--- src/rtl/cpu_pkg.sv ---
// Shared encodings for the multi-cycle core: control states, ALU operation codes,
// instruction fields and datapath mux selects.
package cpu_pkg;

    typedef enum logic [3:0] {
        S_FETCH,
        S_DECODE,
        S_MEMADR,
        S_MEMRD,
        S_MEMWB,
        S_MEMWR,
        S_EXECUTE,
        S_ALUWB,
        S_BRANCH,
        S_ADDIEX,
        S_ADDIWB,
        S_JUMP
    } state_e;

    localparam logic [3:0] ALU_AND = 4'b0000;
    localparam logic [3:0] ALU_OR  = 4'b0001;
    localparam logic [3:0] ALU_ADD = 4'b0010;
    localparam logic [3:0] ALU_SUB = 4'b0110;
    localparam logic [3:0] ALU_SLT = 4'b0111;
    localparam logic [3:0] ALU_NOR = 4'b1100;

    localparam logic [5:0] OP_RTYPE = 6'b000000;
    localparam logic [5:0] OP_LW    = 6'b100011;
    localparam logic [5:0] OP_SW    = 6'b101011;
    localparam logic [5:0] OP_BEQ   = 6'b000100;
    localparam logic [5:0] OP_ADDI  = 6'b001000;
    localparam logic [5:0] OP_J     = 6'b000010;

    localparam logic [5:0] FN_ADD = 6'b100000;
    localparam logic [5:0] FN_SUB = 6'b100010;
    localparam logic [5:0] FN_AND = 6'b100100;
    localparam logic [5:0] FN_OR  = 6'b100101;
    localparam logic [5:0] FN_SLT = 6'b101010;
    localparam logic [5:0] FN_NOR = 6'b100111;

    localparam logic [1:0] SRCB_B     = 2'b00;
    localparam logic [1:0] SRCB_FOUR  = 2'b01;
    localparam logic [1:0] SRCB_IMM   = 2'b10;
    localparam logic [1:0] SRCB_IMMSH = 2'b11;

    localparam logic [1:0] PCSRC_ALU    = 2'b00;
    localparam logic [1:0] PCSRC_ALUOUT = 2'b01;
    localparam logic [1:0] PCSRC_JUMP   = 2'b10;

endpackage

--- src/rtl/multicycle_control_if.sv ---
// Control <-> datapath signal bundle; master is the control FSM, slave the datapath.
interface multicycle_control_if;
    logic [5:0] opcode;
    logic [5:0] funct;
    logic       zero;
    logic       mem_ready;
    logic       pc_en;
    logic       iord;
    logic       mem_write;
    logic       ir_write;
    logic       reg_dst;
    logic       mem_to_reg;
    logic       reg_write;
    logic       alu_src_a;
    logic [1:0] alu_src_b;
    logic [1:0] pc_src;
    logic [3:0] alu_control;
    logic       illegal;
    logic       instr_done;

    modport master (
        input  opcode, funct, zero, mem_ready,
        output pc_en, iord, mem_write, ir_write, reg_dst, mem_to_reg, reg_write,
               alu_src_a, alu_src_b, pc_src, alu_control, illegal, instr_done
    );

    modport slave (
        output opcode, funct, zero, mem_ready,
        input  pc_en, iord, mem_write, ir_write, reg_dst, mem_to_reg, reg_write,
               alu_src_a, alu_src_b, pc_src, alu_control, illegal, instr_done
    );
endinterface

--- src/rtl/alu_decoder.sv ---
// R-type funct to ALU operation code; valid_o flags a supported funct.
module alu_decoder
    import cpu_pkg::*;
(
    input  logic [5:0] funct_i,
    output logic [3:0] alu_control_o,
    output logic       valid_o
);
    always_comb begin
        alu_control_o = ALU_ADD;
        valid_o       = 1'b1;
        case (funct_i)
            FN_ADD:  alu_control_o = ALU_ADD;
            FN_SUB:  alu_control_o = ALU_SUB;
            FN_AND:  alu_control_o = ALU_AND;
            FN_OR:   alu_control_o = ALU_OR;
            FN_SLT:  alu_control_o = ALU_SLT;
            FN_NOR:  alu_control_o = ALU_NOR;
            default: valid_o = 1'b0;
        endcase
    end
endmodule

--- src/rtl/multicycle_control.sv ---
// Main control FSM of the multi-cycle core: registered state, outputs decoded from the
// state and qualified by mem_ready / zero; all outputs forced to idle while reset is high.
module multicycle_control
    import cpu_pkg::*;
(
    input  logic                        clk,
    input  logic                        reset,
    multicycle_control_if.master        bus
);
    state_e     state_q, state_d;
    logic [3:0] funct_alu;
    logic       funct_ok;
    logic       op_ok;

    alu_decoder u_alu_dec (
        .funct_i       (bus.funct),
        .alu_control_o (funct_alu),
        .valid_o       (funct_ok)
    );

    always_comb begin
        case (bus.opcode)
            OP_RTYPE:                              op_ok = funct_ok;
            OP_LW, OP_SW, OP_BEQ, OP_ADDI, OP_J:   op_ok = 1'b1;
            default:                               op_ok = 1'b0;
        endcase
    end

    always_comb begin
        state_d = state_q;
        case (state_q)
            S_FETCH:   if (bus.mem_ready) state_d = S_DECODE;
            S_DECODE: begin
                if (!op_ok) begin
                    state_d = S_FETCH;
                end else begin
                    case (bus.opcode)
                        OP_LW, OP_SW: state_d = S_MEMADR;
                        OP_RTYPE:     state_d = S_EXECUTE;
                        OP_BEQ:       state_d = S_BRANCH;
                        OP_ADDI:      state_d = S_ADDIEX;
                        OP_J:         state_d = S_JUMP;
                        default:      state_d = S_FETCH;
                    endcase
                end
            end
            S_MEMADR:  state_d = (bus.opcode == OP_SW) ? S_MEMWR : S_MEMRD;
            S_MEMRD:   if (bus.mem_ready) state_d = S_MEMWB;
            S_MEMWR:   if (bus.mem_ready) state_d = S_FETCH;
            S_EXECUTE: state_d = S_ALUWB;
            S_ADDIEX:  state_d = S_ADDIWB;
            default:   state_d = S_FETCH;
        endcase
    end

    always_ff @(posedge clk) begin
        if (reset) state_q <= S_FETCH;
        else       state_q <= state_d;
    end

    // Outputs are combinational so FETCH/MEMWR/BRANCH can qualify on same-cycle inputs.
    always_comb begin
        bus.pc_en       = 1'b0;
        bus.iord        = 1'b0;
        bus.mem_write   = 1'b0;
        bus.ir_write    = 1'b0;
        bus.reg_dst     = 1'b0;
        bus.mem_to_reg  = 1'b0;
        bus.reg_write   = 1'b0;
        bus.alu_src_a   = 1'b0;
        bus.alu_src_b   = SRCB_B;
        bus.pc_src      = PCSRC_ALU;
        bus.alu_control = ALU_ADD;
        bus.illegal     = 1'b0;
        bus.instr_done  = 1'b0;
        if (!reset) begin
            case (state_q)
                S_FETCH: begin
                    bus.alu_src_b = SRCB_FOUR;
                    bus.ir_write  = bus.mem_ready;
                    bus.pc_en     = bus.mem_ready;
                end
                S_DECODE: begin
                    bus.alu_src_b  = SRCB_IMMSH;
                    bus.illegal    = !op_ok;
                    bus.instr_done = !op_ok;
                end
                S_MEMADR, S_ADDIEX: begin
                    bus.alu_src_a = 1'b1;
                    bus.alu_src_b = SRCB_IMM;
                end
                S_MEMRD: bus.iord = 1'b1;
                S_MEMWB: begin
                    bus.mem_to_reg = 1'b1;
                    bus.reg_write  = 1'b1;
                    bus.instr_done = 1'b1;
                end
                S_MEMWR: begin
                    bus.iord       = 1'b1;
                    bus.mem_write  = 1'b1;
                    bus.instr_done = bus.mem_ready;
                end
                S_EXECUTE: begin
                    bus.alu_src_a   = 1'b1;
                    bus.alu_control = funct_alu;
                end
                S_ALUWB: begin
                    bus.reg_dst    = 1'b1;
                    bus.reg_write  = 1'b1;
                    bus.instr_done = 1'b1;
                end
                S_BRANCH: begin
                    bus.alu_src_a   = 1'b1;
                    bus.alu_control = ALU_SUB;
                    bus.pc_src      = PCSRC_ALUOUT;
                    bus.pc_en       = bus.zero;
                    bus.instr_done  = 1'b1;
                end
                S_ADDIWB: begin
                    bus.reg_write  = 1'b1;
                    bus.instr_done = 1'b1;
                end
                S_JUMP: begin
                    bus.pc_src     = PCSRC_JUMP;
                    bus.pc_en      = 1'b1;
                    bus.instr_done = 1'b1;
                end
                default: ;
            endcase
        end
    end
endmodule

--- src/flat_wrapper.sv ---
// flat-port wrapper written by rule: the top's interface ports become plain ports
module multicycle_control_flat import cpu_pkg::*;
  (clk, reset, bus_opcode, bus_funct, bus_zero, bus_mem_ready, bus_pc_en, bus_iord, bus_mem_write, bus_ir_write, bus_reg_dst, bus_mem_to_reg, bus_reg_write, bus_alu_src_a, bus_alu_src_b, bus_pc_src, bus_alu_control, bus_illegal, bus_instr_done);
  multicycle_control_if bus_i ();
  input  logic clk;
  input  logic reset;
  input wire logic [$bits(bus_i.opcode)-1:0] bus_opcode;
  input wire logic [$bits(bus_i.funct)-1:0] bus_funct;
  input wire logic [$bits(bus_i.zero)-1:0] bus_zero;
  input wire logic [$bits(bus_i.mem_ready)-1:0] bus_mem_ready;
  output wire logic [$bits(bus_i.pc_en)-1:0] bus_pc_en;
  output wire logic [$bits(bus_i.iord)-1:0] bus_iord;
  output wire logic [$bits(bus_i.mem_write)-1:0] bus_mem_write;
  output wire logic [$bits(bus_i.ir_write)-1:0] bus_ir_write;
  output wire logic [$bits(bus_i.reg_dst)-1:0] bus_reg_dst;
  output wire logic [$bits(bus_i.mem_to_reg)-1:0] bus_mem_to_reg;
  output wire logic [$bits(bus_i.reg_write)-1:0] bus_reg_write;
  output wire logic [$bits(bus_i.alu_src_a)-1:0] bus_alu_src_a;
  output wire logic [$bits(bus_i.alu_src_b)-1:0] bus_alu_src_b;
  output wire logic [$bits(bus_i.pc_src)-1:0] bus_pc_src;
  output wire logic [$bits(bus_i.alu_control)-1:0] bus_alu_control;
  output wire logic [$bits(bus_i.illegal)-1:0] bus_illegal;
  output wire logic [$bits(bus_i.instr_done)-1:0] bus_instr_done;
  assign bus_i.opcode = bus_opcode;
  assign bus_i.funct = bus_funct;
  assign bus_i.zero = bus_zero;
  assign bus_i.mem_ready = bus_mem_ready;
  assign bus_pc_en = bus_i.pc_en;
  assign bus_iord = bus_i.iord;
  assign bus_mem_write = bus_i.mem_write;
  assign bus_ir_write = bus_i.ir_write;
  assign bus_reg_dst = bus_i.reg_dst;
  assign bus_mem_to_reg = bus_i.mem_to_reg;
  assign bus_reg_write = bus_i.reg_write;
  assign bus_alu_src_a = bus_i.alu_src_a;
  assign bus_alu_src_b = bus_i.alu_src_b;
  assign bus_pc_src = bus_i.pc_src;
  assign bus_alu_control = bus_i.alu_control;
  assign bus_illegal = bus_i.illegal;
  assign bus_instr_done = bus_i.instr_done;
  multicycle_control u_core (.clk(clk), .reset(reset), .bus(bus_i));
endmodule
--- config.mk ---
export PLATFORM = sky130hd
export DESIGN_NAME = multicycle_control_flat
export DESIGN_NICKNAME = d
export VERILOG_FILES = /design/src/rtl/cpu_pkg.sv /design/src/rtl/multicycle_control_if.sv /design/src/rtl/alu_decoder.sv /design/src/rtl/multicycle_control.sv /design/src/flat_wrapper.sv
export SDC_FILE = /design/constraint.sdc
export NUM_CORES = 1
export LEC_CHECK = 0
export CORE_MARGIN = 10
export CORE_UTILIZATION = 40
export CTS_CLUSTER_SIZE = 16
export DETAILED_ROUTE_END_ITERATION = 6
export HOLD_SLACK_MARGIN = 0.05
export PLACE_DENSITY = 0.85
export SLEW_MARGIN = 20
export SYNTH_ARGS = -nofsm -noshare
export SYNTH_HDL_FRONTEND = slang
export SYNTH_SLANG_ARGS = --single-unit
--- constraint.sdc ---
create_clock -name clk -period 1.8 [get_ports clk]
set_input_delay 0.27 -clock clk [delete_from_list [all_inputs] [get_ports clk]]
set_output_delay 0.27 -clock clk [all_outputs]
set_load 0.01 [all_outputs]
==> results of run 1 <==
## through the flow
stage	total power, mW	setup WS (ps)	std cells	instance area, um^2
global route	0.449	-135	198	1380
finish	0.415	-57.8	198	1380
detailed placement	0.295	-618	188	1290
floorplan	0.176	178	103	723
global placement	0.288	-565	188	1290
CTS	0.407	-93.3	194	1340
## cell usage in the layout, fill, tap and decap left out, types with 3 or more instances in the layout
cell             instances
buf_4                   41
nor2_1                  11
clkbuf_2                 9
buf_2                    9
dlygate4sd2_1            8
a21oi_1                  7
inv_1                    6
buf_6                    5
nand3_1                  4
nand2_1                  3
nor4_2                   3
nand2b_1                 3
nor3_1                   3
mux2i_1                  3
clkbuf_4                 3
clkdlybuf4s50_1          3
## Yosys cell counts, drive strengths merged (2+ instances only)
cell     number  area share (%)
o21a          2             2.1
buf           5             6.1
nor2         12             6.2
nand3         4             2.8
xnor2         2             2.4
nor4          5             4.3
a211oi        3             3.8
nor3          5             3.5
a31oi         2             1.7
o2bb2ai       2             2.4
dfxtp         4              11
nor2b         2             1.7
a21oi         7             4.8
nand2         3             1.6
inv           6             3.1
nor3b         2             2.1
nand2b        5             4.3
xor2          2             2.4
mux2i         3             4.2
o21ai         2             1.4
a2bb2oi       2             2.4
clkbuf        3             1.6
or2           2             1.7
o32a          2             2.8
## power by group
| group | internal [mW] | switching, mW | total (mW) | leakage [nW] |
|---|---|---|---|---|
| Combinational | 0.112 | 0.101 | 0.213 | 0.576 |
| Clock | 0.0743 | 0.0330 | 0.107 | 0.0138 |
| Sequential | 0.0915 | 0.00357 | 0.0951 | 0.0335 |
| Total | 0.278 | 0.137 | 0.415 | 0.624 |
## worst max path at each step
stage | from | end | slack [ps] | cells after the start
global placement | bus_opcode[2] | bus_instr_done | -570 | 6
global route | u_core.state_q[3] | bus_alu_control[2] | -140 | 6
CTS | u_core.state_q[3] | bus_alu_control[2] | -90 | 6
finish | u_core.state_q[3] | bus_alu_control[2] | -60 | 6
floorplan | u_core.state_q[2] | bus_alu_control[2] | 180 | 4
detailed placement | bus_opcode[2] | bus_instr_done | -620 | 6
## metal layers
metal / GRT usage (%) / vias to the layer above / share of wire (%)
met4: 6.98 / 0 / 2.5
met2: 27.2 / 53 / 51
met3: 4.12 / 8 / 6.2
li1: - / 534 / -
met1: 16.7 / 525 / 40
met5: 0 / - / 0
## final cells by class
class / count / share of cell area, %
multi-input combinational: 85 / 48.4
timing repair buffer: 75 / 40.1
sequential: 4 / 5.98
tap: 25 / 2.26
clock buffer: 3 / 1.63
inverter: 6 / 1.63
## worst max-delay path, cell delays in order (launching register included)
cell and delay, ps:
dfxtp_2 310, nand2b_4 130, or2_1 240, and4bb_2 350
buf_6 110, a31o_4 130, buf_6 90
## cells by family after synthesis
logic type / after synthesis / share of synthesized area, %
AND/OR/NAND/NOR: 47 / 36.9
AO/OA/AOI/OAI: 30 / 30.8
buffers and inverters: 14 / 10.7
XOR/XNOR: 4 / 4.85
flip-flops: 4 / 11.1
multiplexers: 3 / 4.15
adder cells (fa/ha/maj): 1 / 1.56
## what timing repair did
action,CTS,global route
pin swaps,8,9
hold buffers,0,0
hold endpoints to repair,0,0
buffers inserted,3,4
resized for setup,77,38
setup endpoints to repair,18,14
==> results.sh, run 1 <==
export IMPL_status="finished, violations left"
export IMPL_failed_checks="negative setup slack"
export IMPL_min_to="u_core.state_q[1]"
export IMPL_min_period_ps=1860
export IMPL_endpoint_kind="output pin"
export IMPL_syn_nets=119
export IMPL_layout_area_seq_um2=82.6
export IMPL_antennaDiodeCount=0
export IMPL_num_fill_cells=122
export IMPL_r2r_slack_ps=140
export IMPL_syn_to_final_growth_pct=91.0
export IMPL_clk_pin_slew_ps=40
export IMPL_drive_gt1_share_pct=50.9
export IMPL_cts_buffers=3
export IMPL_setup_viol=2
export IMPL_synthArstFlopShare_pct=0
export IMPL_synth_cells=103
export IMPL_wl_per_cell_um=16.3
export IMPL_antenna_found_initial=0
export IMPL_clockBufferDepth=2
export IMPL_syn_area_um2=723
export IMPL_grt_max_degree=12
export IMPL_via_per_inst=5.66
export IMPL_layout_setup_ws_ps=-57.8
export IMPL_synth_edff_count=0
export IMPL_finalClockSkew_ps=2.26
export IMPL_rr_startpoint="u_core.state_q[0]"
export IMPL_holdPathStages=4
export IMPL_min_from="bus_opcode[2]"
export IMPL_ys_seq_elements=4
export IMPL_required_ps=1530
export IMPL_cts_htree_levels=1
export IMPL_yosysWarnings=0
export IMPL_io_buffer_count=33
export IMPL_drcViolationCount=0
export IMPL_drtPass1Iterations=4
export IMPL_ant_nets=0
export IMPL_synth_flop_cell="dfxtp_1"
export IMPL_finalHoldViolCount=0
export IMPL_layout_nets=191
export IMPL_pwr_density_cell_nw_per_um2=301
export IMPL_slew_headroom_pct=73.0
export IMPL_cap_viol_max_count=0
export IMPL_routabilityCongestion=0.871
export IMPL_grtUsageTotal_pct=15.4
export IMPL_root_buffer="clkbuf_4"
export IMPL_grt_overflow_total=0
export IMPL_rr_endpoint="u_core.state_q[0]"
export IMPL_largest_registers="u_core.state_q x4"
export IMPL_grt_pass1_wl_um=5150
export IMPL_grt_setup_unrepaired="yes"
export IMPL_cp_start_kind="register"
export IMPL_hold_slack_ps=530
export IMPL_die_w_um=62.5
export IMPL_dieArea_um2=3910
export IMPL_critical_path_class="register to output pin"
export IMPL_ys_seq_area_share_pct=11.1
export IMPL_clock_latency_ps=230
export IMPL_tightest_slew_ps=395
export IMPL_die_y_um=62.5
export IMPL_slew_viol_final=0
export IMPL_row_count=15
export IMPL_drt_iter0_drc=20
export IMPL_cp_max_fo=4
export IMPL_post_route_util_pct=80.0
export IMPL_rr_worst_depth=5
export IMPL_coreArea_um2=1730
export IMPL_synthDistinctLibCells=43
export IMPL_cp_data_arrival_time_ps=1590
export IMPL_drt_total_wl_um=3220
export IMPL_regMostFlops="u_core.state_q"
export IMPL_cts_tree="built"
export IMPL_hold_path_class="primary input to register"
export IMPL_max_freq_mhz=538
export IMPL_fin_tns_setup_ps=-108
export IMPL_hpwl_um=2380
export IMPL_irDropWorstVdd_mv=0.466
export IMPL_num_vias=1120
export IMPL_finalCritPeriodShare_pct=103
export IMPL_multiInputGateArea_um2=668
export IMPL_ios=34
export IMPL_first_global_vias=1111
export IMPL_syn_avg_cell_area_um2=7.02
export IMPL_p_leak_nw=0.624
export IMPL_largest_reg_flops=4
export IMPL_start_util_pct=41.9
export IMPL_cts_sinks=4
Note: power is estimated with default switching activity, not from simulation.
==> run 2: changes to the inputs <==
Settings changed: RECOVER_POWER set to 25.
==> results.sh, run 2 (synthesis gave the netlist of run 1 again) <==
export IMPL_finalClockSkew_ps=1.68
export IMPL_final_cell_count_no_fill=198
export IMPL_required_ps=1530
export IMPL_die_w_um=62.5
export IMPL_ios=34
export IMPL_layout_setup_ws_ps=-60.9
export IMPL_layout_common_cells="buf_4 (40), nor2_1 (11), buf_2 (10)"
export IMPL_grt_pass1_wl_um=5150
export IMPL_status="finished, violations left"
export IMPL_critPathTopFamily="simple AND/OR/NAND/NOR gates"
export IMPL_finalHoldViolCount=0
export IMPL_dp_cells=188
export IMPL_drive_gt1_share_pct=50.3
export IMPL_root_buffer="clkbuf_4"
export IMPL_antenna_found_initial=0
export IMPL_hold_path_class="primary input to register"
export IMPL_num_vias=1119
export IMPL_dieArea_um2=3910
export IMPL_largest_reg_flops=4
export IMPL_cpMostUsedCell="buf_6"
export IMPL_cp_max_fo=4
export IMPL_grt_max_degree=12
export IMPL_cts_htree_levels=1
export IMPL_largest_registers="u_core.state_q x4"
export IMPL_syn_to_final_growth_pct=90.0
export IMPL_hpwl_um=2380
export IMPL_io_buffer_count=33
export IMPL_cap_viol_max_count=0
export IMPL_clockBufferDepth=2
export IMPL_slew_headroom_pct=73.0
export IMPL_cp_cell_sequence="nand2b_4 -> or2_1 -> and4bb_2 -> buf_6 -> a31o_4 -> buf_6"
export IMPL_layout_nets=191
export IMPL_path_buf_inv=2
export IMPL_fin_tns_setup_ps=-113
export IMPL_layout_commonest_cell="buf_4"
export IMPL_failed_checks="negative setup slack"
export IMPL_ant_nets=0
export IMPL_cp_depth=6
export IMPL_grt_setup_unrepaired="yes"
export IMPL_cts_tree="built"
export IMPL_drtPass1Iterations=4
export IMPL_cts_hold_buf=0
export IMPL_grtUsageTotal_pct=15.4
export IMPL_p_leak_nw=0.620
export IMPL_rr_worst_depth=5
export IMPL_routabilityCongestion=0.871
export IMPL_cts_sinks=4
export IMPL_clock_latency_ps=230
export IMPL_tightest_slew_ps=395
export IMPL_crit_start="u_core.state_q[3]"
export IMPL_max_freq_mhz=537
export IMPL_wl_per_cell_um=16.3
export IMPL_row_count=15
export IMPL_cp_slowest_stage_delay_ps=350
export IMPL_first_global_vias=1111
export IMPL_setup_viol=2
export IMPL_grt_overflow_total=0
export IMPL_cp_slowest_cell="and4bb_2"
export IMPL_finalCritPeriodShare_pct=103
export IMPL_regMostFlops="u_core.state_q"
export IMPL_pwr_density_cell_nw_per_um2=301
export IMPL_drt_total_wl_um=3220
export IMPL_slew_viol_final=0
export IMPL_min_from="bus_opcode[2]"
export IMPL_start_util_pct=41.9
export IMPL_cts_buffers=3
export IMPL_holdPathStages=4
export IMPL_critical_path_class="register to output pin"
export IMPL_cp_data_arrival_time_ps=1590
export IMPL_cp_start_kind="register"
export IMPL_drt_iter0_drc=27
export IMPL_min_period_ps=1860
export IMPL_antennaDiodeCount=0
export IMPL_drcViolationCount=0
export IMPL_coreArea_um2=1730
export IMPL_via_per_inst=5.65
export IMPL_irDropWorstVdd_mv=0.464
export IMPL_clk_pin_slew_ps=40
export IMPL_die_y_um=62.5
export IMPL_endpoint_kind="output pin"
export IMPL_rr_startpoint="u_core.state_q[0]"
run 2: per-stage QoR:
| step | util [%] | hold slack, ps | instance area [um^2] | total power, mW | worst slack (ps) |
|---|---|---|---|---|---|
| final | 79.6 | 531 | 1370 | 0.413 | -60.9 |
| after CTS | 77.6 | 496 | 1340 | 0.407 | -93.3 |
| after global routing | 79.6 | 537 | 1370 | 0.447 | -135 |
| after floorplan | - | 445 | 723 | 0.176 | 178 |
| after detailed placement | 74.9 | 710 | 1290 | 0.295 | -618 |
| after global placement | 74.9 | 695 | 1290 | 0.288 | -565 |
run 2: path summary, 6_finish.rpt:
path	end	slack (ps)
setup / recovery	bus_alu_control[2]	-60
hold / removal	u_core.state_q[1]	530
setup reg to reg	u_core.state_q[0]	180
hold reg to reg	u_core.state_q[2]	720
run 2: metal layers:
metal | routed length [um] | global-route usage (%) | vias up
li1 | - | - | 534
met1 | 1340 | 16.7 | 525
met2 | 1660 | 27.2 | 52
met3 | 149 | 4.12 | 8
met4 | 69 | 6.98 | 0
met5 | 0 | 0 | -
run 2: power breakdown:
group          total [mW]  switching [mW]  internal (mW)
combinational       0.212           0.101          0.111
sequential         0.0947         0.00318         0.0915
clock               0.107          0.0325         0.0743
total               0.413           0.136          0.277
run 2: tightest hold or removal path: stages:
cell and delay, ps:
buf_6 70, buf_4 150, nor4_1 70, o2bb2ai_1 140
run 2: final cells by class:
class                           instances  area [um^2]
Tap cell                               25         31.3
Timing Repair Buffer                   75          552
Sequential cell                         4         82.6
Clock buffer                            3         22.5
Inverter                                6         22.5
Multi-Input combinational cell         85          663
Fill cell                             123          353
run 2: what timing repair did:
item / CTS / global route
pin swaps: 8 / 9
gates resized for setup: 77 / 38
setup endpoints to repair: 18 / 14
buffers inserted: 3 / 4
gates cloned: 0 / 0
